<file path="src/rtl/cla_pkg.sv">
// Shared widths and types for the 16-bit two-level carry-lookahead adder.
package cla_pkg;

    localparam int WIDTH     = 16;
    localparam int GROUP     = 4;
    localparam int NGROUPS   = 4;
    localparam int OUT_WIDTH = 17;

    typedef logic [WIDTH-1:0]     operand_t;
    typedef logic [OUT_WIDTH-1:0] result_t;

endpackage

</file>
<file path="src/rtl/cla_4b_group.sv">
// 4-bit lookahead group: internal carries are flat sum-of-products, never rippled,
// and the group exports its generate/propagate for the second lookahead level.
module cla_4b_group
    import cla_pkg::*;
(
    input  logic [GROUP-1:0] a,
    input  logic [GROUP-1:0] b,
    input  logic             cin,
    output logic [GROUP-1:0] sum,
    output logic             gg,
    output logic             gp
);

    logic [GROUP-1:0] g;
    logic [GROUP-1:0] p;
    logic [GROUP-1:0] c;

    assign g = a & b;
    assign p = a ^ b;

    assign c[0] = cin;
    assign c[1] = g[0] | (p[0] & cin);
    assign c[2] = g[1] | (p[1] & g[0]) | (p[1] & p[0] & cin);
    assign c[3] = g[2] | (p[2] & g[1]) | (p[2] & p[1] & g[0]) | (p[2] & p[1] & p[0] & cin);

    assign sum = p ^ c;

    assign gg = g[3] | (p[3] & g[2]) | (p[3] & p[2] & g[1]) | (p[3] & p[2] & p[1] & g[0]);
    assign gp = &p;

endmodule

</file>
<file path="src/rtl/cla_16b.sv">
// 16-bit two-level carry-lookahead adder with carry-in and a registered 17-bit
// result {carry_out, sum}; one cycle of latency, one addition per cycle.
module cla_16b
    import cla_pkg::*;
(
    input  logic     clk,
    input  logic     rst,
    input  operand_t in0,
    input  operand_t in1,
    input  logic     in2,
    output result_t  out0
);

    operand_t           sum;
    logic [NGROUPS-1:0] gg;
    logic [NGROUPS-1:0] gp;
    logic [NGROUPS:0]   carry;

    // Second lookahead level: every group carry is two gate levels from GG/GP.
    assign carry[0] = in2;
    assign carry[1] = gg[0] | (gp[0] & in2);
    assign carry[2] = gg[1] | (gp[1] & gg[0]) | (gp[1] & gp[0] & in2);
    assign carry[3] = gg[2] | (gp[2] & gg[1]) | (gp[2] & gp[1] & gg[0])
                    | (gp[2] & gp[1] & gp[0] & in2);
    assign carry[4] = gg[3] | (gp[3] & gg[2]) | (gp[3] & gp[2] & gg[1])
                    | (gp[3] & gp[2] & gp[1] & gg[0])
                    | (gp[3] & gp[2] & gp[1] & gp[0] & in2);

    for (genvar gi = 0; gi < NGROUPS; gi++) begin : g_group
        cla_4b_group u_group (
            .a   (in0[gi*GROUP +: GROUP]),
            .b   (in1[gi*GROUP +: GROUP]),
            .cin (carry[gi]),
            .sum (sum[gi*GROUP +: GROUP]),
            .gg  (gg[gi]),
            .gp  (gp[gi])
        );
    end

    // NOTE: registers use non-blocking assignment so every flop samples pre-edge values.
    always_ff @(posedge clk) begin
        if (rst) begin
            out0 <= '0;
        end else begin
            out0 <= {carry[NGROUPS], sum};
        end
    end

endmodule

</file>
<file path="config.mk">
export PLATFORM = sky130hd
export DESIGN_NAME = cla_16b
export DESIGN_NICKNAME = d
export VERILOG_FILES = /design/src/rtl/cla_pkg.sv /design/src/rtl/cla_4b_group.sv /design/src/rtl/cla_16b.sv
export SDC_FILE = /design/constraint.sdc
export NUM_CORES = 1
export LEC_CHECK = 0
export CAP_MARGIN = 10
export CORE_AREA = 2 2 51 62
export CTS_CLUSTER_SIZE = 40
export DETAILED_ROUTE_END_ITERATION = 10
export DIE_AREA = 0 0 53 64
export GPL_TIMING_DRIVEN = 0
export HOLD_SLACK_MARGIN = 0.05
export PLACE_DENSITY = 0.83
export RECOVER_POWER = 100
export SLEW_MARGIN = 20
export SYNTH_ARGS = -nofsm -noshare
export SYNTH_HDL_FRONTEND = slang
export SYNTH_SLANG_ARGS = --single-unit
</file>
<file path="constraint.sdc">
create_clock -name clk -period 3.15 [get_ports clk]
set_input_delay 0.4725 -clock clk [delete_from_list [all_inputs] [get_ports clk]]
set_output_delay 0.4725 -clock clk [all_outputs]
set_load 0.01 [all_outputs]
</file>
# == Word level (Yosys, flattened, before mapping) ==
# Index checks and enable logic that the tools add are counted.
# op_classes
n_bitwise,130
reduce_logical,4
# op_table
operator,n
$and 1x1->1,72
$or 1x1->1,46
$xor 4x4->4,8
$and 4x4->4,4
$reduce_and 4->1,4
# totals
register_bits,17
input_bits,35
output_inout_bits,17
elab_cells,135

# == Logic depth before layout (Yosys ltp) ==
# Gate-level depths: netlist of run 1.
# logic_depth
depth_word,12
ltp_mapped,10
ltp_nobuf,10

# == By module ==
# A second synthesis of run 1 with hierarchy kept.
# unflattened
cells_unflattened,130
area_unflattened_um2,1243.7
# modules_own_cells
module,instances,cells_each,area_each_um2,seq_area_each_um2
cla_4b_group,4,22,182.7,0.0
cla_16b,1,42,513.0,340.3

# == Worst setup path before layout of run 1 ==
# No wires, ideal clock.
# synth_timing
path_kind,in2reg
from,input in0[3]
to,register out0[13]
setup_ps,128
t_arrival_ps,2254
t_required_ps,3022
slack_ps,769
stages,10
n_path_buf,0
cell_sequence,ha_1 -> o211ai_1 -> or3_1 -> o221ai_2 -> a21oi_1 -> nor2b_1 -> nor2_1 -> fa_1 -> xor2_1 -> nor2_1
# synth_between
elab_chain_cells,11
word_cells_on_any_way,19
classes_between,bitwise: 18; reduce/logical: 1
# synth_lines
element,line_no,text
start: declaration,cla_16b.sv:8,"input operand_t in0,"
$xor 4x4->4,cla_4b_group.sv:19,assign p = a ^ b;
$and 1x1->1,cla_4b_group.sv:28,assign gg = g[3] | (p[3] & g[2]) | (p[3] & p[2] & g[1]) | (p[3] & p[2] & p[1] & g[0]);
$or 1x1->1 / $and 1x1->1 (equally long branches) (2 in a row),cla_4b_group.sv:28,
$or 1x1->1,cla_4b_group.sv:28,
$and 1x1->1,cla_16b.sv:23,assign carry[3] = gg[2] | (gp[2] & gg[1]) | (gp[2] & gp[1] & gg[0])
$or 1x1->1,cla_16b.sv:23,
$or 1x1->1 *,cla_16b.sv:24,| (gp[2] & gp[1] & gp[0] & in2);
$and 1x1->1 *,cla_4b_group.sv:22,assign c[1] = g[0] | (p[0] & cin);
$or 1x1->1 *,cla_4b_group.sv:22,
$xor 4x4->4 *,cla_4b_group.sv:26,assign sum = p ^ c;
end signal: assignment,cla_16b.sv:45,"out0 <= {carry[NGROUPS], sum};"
end: declaration,cla_16b.sv:11,output result_t out0
# Mark *: on every way between the ends. The rest lies on a longest branch, timed or not.
# A chain may end at the register's enable or synchronous reset.

# == Worst setup path after layout of run 1 ==
# layout_timing
from,input in0[0]
to,register out0[12]
# layout_between
elab_chain_cells,7
word_cells_on_any_way,11
classes_between,bitwise: 10; reduce/logical: 1
# layout_lines
element,line_no,text
$and 4x4->4,cla_4b_group.sv:18,assign g = a & b;
$and 1x1->1,cla_4b_group.sv:28,
$or 1x1->1,cla_4b_group.sv:28,
$and 1x1->1,cla_16b.sv:23,
$or 1x1->1,cla_16b.sv:23,
$or 1x1->1 *,cla_16b.sv:24,
$xor 4x4->4 *,cla_4b_group.sv:26,
# Marked as above.

==> impl_results.md, run 1 <==
* Worst path bufs/invs at 1
* Largest regs: out0: 17 flops
* Htree depth at 1
* Register area share after synthesis at about a third
* Total CTS buffers at 3
* Routed Antenna Nets at 0
* GRT Util Overall at between 10% and 20%
* Top reg by flops: out0
* Clock Tree Buf Depth at 2
* Die Width at approximately 53 um
* Post-layout nets at between 200 and 250
* DP Wirelength at approximately 2100 um
* Antenna violations before repair at 0
* Routed wire length per instance at 11.4 um
* Worst Path Required at between 3000 and 4000 ps
* 1st-pass router iterations at 4
* Setup TNS at 0 ps
* Worst EP arrival at slightly above 3000 ps
* Placed instance count at ~200
* Synth Cell Area at around 1100 um^2
* Leak at 0.737 nW
* Crit-path cells: dlygate4sd3_1 -> ha_1 -> a211oi_1 -> o21a_1 -> o221ai_1 -> a21oi_1 -> nor2b_1 -> nor2_1 -> fa_1 -> nor2_1
* CP endpoint kind: flip-flop
* Final slew viol count at 0
* Finished Layout Cells at between 200 and 250
* Largest net degree at the start of global routing at 11
* Die Area at ~3400 um^2
* Syn. warnings at 0
* Die Height at around 64 um
* Ant diodes at 0
* Grt ovf at 0
* Global placer's final weighted congestion at between 0.7 and 0.8
* CTS Sinks at 17
* Post-cts hold buffer count at 0
* First-pass GRT wire length at slightly below 4000 um
* Slowest-stage cell, CP: dlygate4sd3_1
* Post-layout min period at around 2800 ps
* Commonest non-fill, non-tap cell in the layout: clkdlybuf4s50_1
* Port buffer count at 50
* Fmax achieved at about 0.36 GHz
* Post-synthesis compound-gate area fraction at roughly a fifth
* Hold Startpoint: rst
* Placed Area at approximately 1600 um^2
* CTS tree: built
* Kind of critical path: in2reg
* Share of cells above drive strength 1 at 5.33%
* Adder-cell share of the synthesized area at 26.0%
* DR iter-0 viols at 9
* Final setup vio count at 0
* Post-route DRC at 0
* Initial core utilization at about two fifths
* Syn_nets at 170
* Via density at 4.72
* Hold Slack at between 500 and 600 ps
* Largest register FFs at 17
* Post-CTS Setup Inserts at 0
* Most frequent cells in the layout: clkdlybuf4s50_1 (31), dlygate4sd3_1 (19), nor2_1 (17), dfxtp_1 (17), ha_1 (16)
* Period utilization at between 80% and 90%
* Synth unique cells at 27
* Synth Area in Simple Gates at a little under an eighth
* Mapped Cells at ~120
* Startpoint Class: input pin
* Min-Delay Path Class: in2reg
* CP top delay family: compound AO/OA/AOI/OAI gates
* Status: finished clean
* Worst Path Max Fanout at 3
* IO Count at 52
* Post-synthesis mux area share at 0%
* Core area at roughly 2800 um^2
* Slew headroom at approximately 75%
* Power density cells at ~360 nW/um^2
* CP peak stage delay at ~560 ps
* Clock-pin slew on the worst setup and hold paths at approximately 90 ps
* Max Cap Violations at 0
* Final instance area at 1630 um^2
* Post-synthesis xor/xnor area fraction at under 10%
* Crit path top cell by count: nor2_1
* Drt total wl at 2320 um
* Slew @ Worst Pin at around 380 ps
* Layout fillers at approximately 250
* Root buf cell: clkbuf_4
* Vias at between 900 and 1000
* Average size of a mapped cell at ~9.4 um^2
* Vias in the first global route at a little under 1000
* Maximum vdd drop at around 0.00020 V
* Worst hold stages at 2
* Final Hold Fails at 0
* Setup repair after global routing missed its margin: false
* Post_cts resized at 0
* Syn-to-layout area delta at 50.5%
* Row cnt at 21
* Yosys reg bits at 17
* Hold Path End: out0[0]
* Largest family of logic cells by synthesized area: adder cells
kinds of logic (layout without fill, tap and decap cells):
kind of cell / after synthesis / in the layout
adder cells (fa/ha/maj): 20 / 20
XOR/XNOR: 9 / 9
AND/OR/NAND/NOR: 28 / 28
buffers and inverters: 14 / 68
AO/OA/AOI/OAI: 27 / 27
flip-flops: 17 / 17
final cells by class:
cell class / instances / area [um^2] / share of cell area, %
clock inverter: 1 / 5.00 / 0.308
tap: 34 / 42.5 / 2.62
clock buffer: 3 / 22.5 / 1.39
buffer: 2 / 7.51 / 0.462
timing repair buffer: 50 / 500 / 30.8
sequential: 17 / 340 / 20.9
multi-input combinational: 84 / 662 / 40.7
inverter: 12 / 45.0 / 2.77
cell usage after synthesis (all sizes together):
cell type,instances,area [um^2]
a211oi,3,27.5
a21o,2,15.0
a21oi,9,48.8
and3b,1,10.0
clkbuf,2,7.51
dfxtp,17,340
fa,4,80.1
ha,16,200
inv,12,45.0
nand2,4,15.0
nor2,17,63.8
nor2b,2,12.5
nor3,2,10.0
o211ai,2,15.0
o21a,2,16.3
o21ai,5,25.0
o21ba,2,20.0
o221ai,1,15.0
o31ai,1,21.3
or2,1,6.26
or3,1,6.26
xnor2,4,35.0
xor2,5,43.8
power by group:
group | switching [mW] | internal [mW] | leakage [nW]
Clock | 0.0614 | 0.0471 | 0.0177
Combinational | 0.105 | 0.130 | 0.577
Sequential | 0.00549 | 0.243 | 0.142
Total | 0.172 | 0.420 | 0.737
worst max-delay path by stage:
stage / startpoint / end / slack [ps] / cells past startpoint
2_1_floorplan: in0[3] / out0[13] / 770 / 10
3_3_place_gp: in0[5] / out0[13] / 230 / 11
3_5_place_dp: in0[5] / out0[13] / 170 / 11
4_1_cts: in0[5] / out0[13] / 460 / 11
5_1_grt: in0[0] / out0[12] / 170 / 10
6_report: in0[0] / out0[12] / 340 / 10
metal layers:
metal | wire length, um | track usage [%] | share of wire, % | up-vias
met5 | 0 | 0 | 0 | -
met4 | 55 | 7.69 | 2.4 | 0
met3 | 85 | 0.701 | 3.7 | 6
met2 | 1300 | 29.4 | 56 | 27
met1 | 872 | 16.7 | 38 | 427
li1 | - | - | - | 498
per-stage QoR:
stage               setup WS, ps  utilization [%]  total power, mW
detailed placement           172             58.8            0.508
CTS                          455             59.8            0.618
finish                       339             58.9            0.592
floorplan                    769                -            0.386
global placement             226             58.8            0.498
global route                 168             58.9            0.632
(Power assumes the default switching activity.)
==> run 2, diff against run 1 <==
Settings changed: PLACE_DENSITY 0.83 to default, PLACE_DENSITY_LB_ADDON from default to 0.25.
==> impl_results.md, run 2 (synthesis gave the netlist of run 1 again) <==
* Row cnt at 21 (unchanged)
* Power Total at 603 uW (+2.0%)
* Power density cells at 371 nW/um^2 (+1.8%)
* Final Hold Fails at 0 (unchanged)
* First-pass GRT wire length at 3870 um (-2.1%)
* Clock Tree Buf Depth at 2 (unchanged)
* Placed Area at 1620 um^2 (unchanged)
* Routed wire length per instance at 11.4 um (-0.47%)
* Post-layout min period at 2730 ps (-79.0 ps)
* Total CTS buffers at 3 (unchanged)
* Crit-path cells: dlygate4sd3_1 -> ha_1 -> a211oi_1 -> o21a_2 -> o221ai_2 -> a21oi_1 -> nor2b_1 -> nor2_1 -> fa_1 -> nor2_1
* Global placer's final weighted congestion at 0.725 (-2.4%)
* Die Height at 64 um (unchanged)
* IO Count at 52 (unchanged)
* CTS Sinks at 17 (unchanged)
* Port buffer count at 50 (unchanged)
* Worst path bufs/invs at 1 (unchanged)
* Worst Path Required at 3390 ps (+20 ps)
* Crit path top cell by count: nor2_1
* Maximum vdd drop at 0.000282 V (+40%)
* Commonest non-fill, non-tap cell in the layout: clkdlybuf4s50_1
* Worst EP arrival at 2970 ps (-60 ps)
* CTS tree: built
* Routed Antenna Nets at 0 (unchanged)
* Clock-pin slew on the worst setup and hold paths at 110 ps (+20 ps)
* Setup TNS at 0 ps (unchanged)
* Slew @ Worst Pin at 468 ps (+89.7 ps)
* Slew headroom at 68.8% (-6.0 points)
* Top reg by flops: out0
* Largest register FFs at 17 (unchanged)
* GRT Util Overall at 15.1% (-0.41 points)
* CP top delay family: compound AO/OA/AOI/OAI gates
* Min-Delay Path Class: in2reg
* Period utilization at 86.7% (-2.5 points)
* Die Area at 3390 um^2 (unchanged)
* Post-route DRC at 0 (unchanged)
* Multi-input logic area at 664 um^2 (+0.38%)
* Kind of critical path: in2reg
* DP Wirelength at 1990 um (-3.6%)
* Largest regs: out0: 17 flops
* Hold Slack at 495 ps (-35.1 ps)
* Status: finished clean
* Share of cells above drive strength 1 at 5.92% (+0.59 points)
* DR iter-0 viols at 12 (+3)
* Htree depth at 1 (unchanged)
* CP peak stage delay at 560 ps (about the same)
* Root buf cell: clkbuf_4
* Worst Path Max Fanout at 3 (unchanged)
* Leak at 0.737 nW (about the same)
* Core area at 2760 um^2 (unchanged)
* Die Width at 53 um (unchanged)
* Register Area at 340 um^2 (unchanged)
* Most frequent cells in the layout: clkdlybuf4s50_1 (32), dlygate4sd3_1 (18), nor2_1 (17), dfxtp_1 (17), ha_1 (16)
* 1st-pass router iterations at 2 (-2)
* Vias in the first global route at 1004 (+3.5%)
* Antenna violations before repair at 0 (unchanged)
* Vias at 980 (+2.3%)
* Setup repair after global routing missed its margin: false
* Ant diodes at 0 (unchanged)
* Layout fillers at 259 (+4.9%)
* Syn-to-layout area delta at 50.8%
* Post-cts hold buffer count at 0 (unchanged)
* Via density at 4.83 (+2.3%)
* Post_cts resized at 0 (unchanged)
* CP endpoint kind: flip-flop
* Drt total wl at 2310 um (-0.47%)
* Final slew viol count at 0 (unchanged)
* Post-layout nets at 225 (unchanged)
* Largest net degree at the start of global routing at 11 (unchanged)
* Finished Core Util at 59.0% (+0.091 points)
* Grt ovf at 0 (unchanged)
* Initial core utilization at 39.1% (unchanged)
* Final instance area at 1630 um^2 (+0.15%)
* Final setup vio count at 0 (unchanged)
* Max Cap Violations at 0 (unchanged)
* Slowest-stage cell, CP: dlygate4sd3_1
* Startpoint Class: input pin
* Post-CTS Setup Inserts at 0 (unchanged)
* Fmax achieved at 0.366 GHz (+2.9%)
[run 2: area by class of cell]
class / instances / area share [%]
Multi-Input combinational cell: 84 / 40.8
Timing Repair Buffer: 50 / 30.7
Sequential cell: 17 / 20.9
Inverter: 12 / 2.77
Tap cell: 34 / 2.61
Clock buffer: 3 / 1.38
Buffer: 2 / 0.461
Clock inverter: 1 / 0.307
[run 2: worst paths after layout]
| kind | from | to | slack, ps | cells past startpoint |
|---|---|---|---|---|
| setup / recovery | in0[0] | out0[12] | 420 | 10 |
| hold / removal | rst | out0[0] | 490 | 2 |
[run 2: routing by layer]
layer / part of all wire [%] / global-route usage, % / up-vias / routed length, um
met5: 0 / 0 / - / 0
met4: 1.2 / 7.05 / 0 / 27
met3: 5.8 / 3.04 / 4 / 134
met2: 54 / 27.3 / 29 / 1250
met1: 39 / 16.2 / 452 / 896
li1: - / - / 495 / -
[run 2: through the flow]
step | std cells | worst slack (ps)
after floorplan | 115 | 769
after global placement | 199 | 203
after detailed placement | 199 | 160
after CTS | 203 | 487
after global routing | 203 | 223
final | 203 | 418
[run 2: power by group]
group | internal [mW] | total [mW] | switching (mW)
Sequential | 0.243 | 0.249 | 0.00567
Clock | 0.0473 | 0.123 | 0.0759
Combinational | 0.130 | 0.231 | 0.102
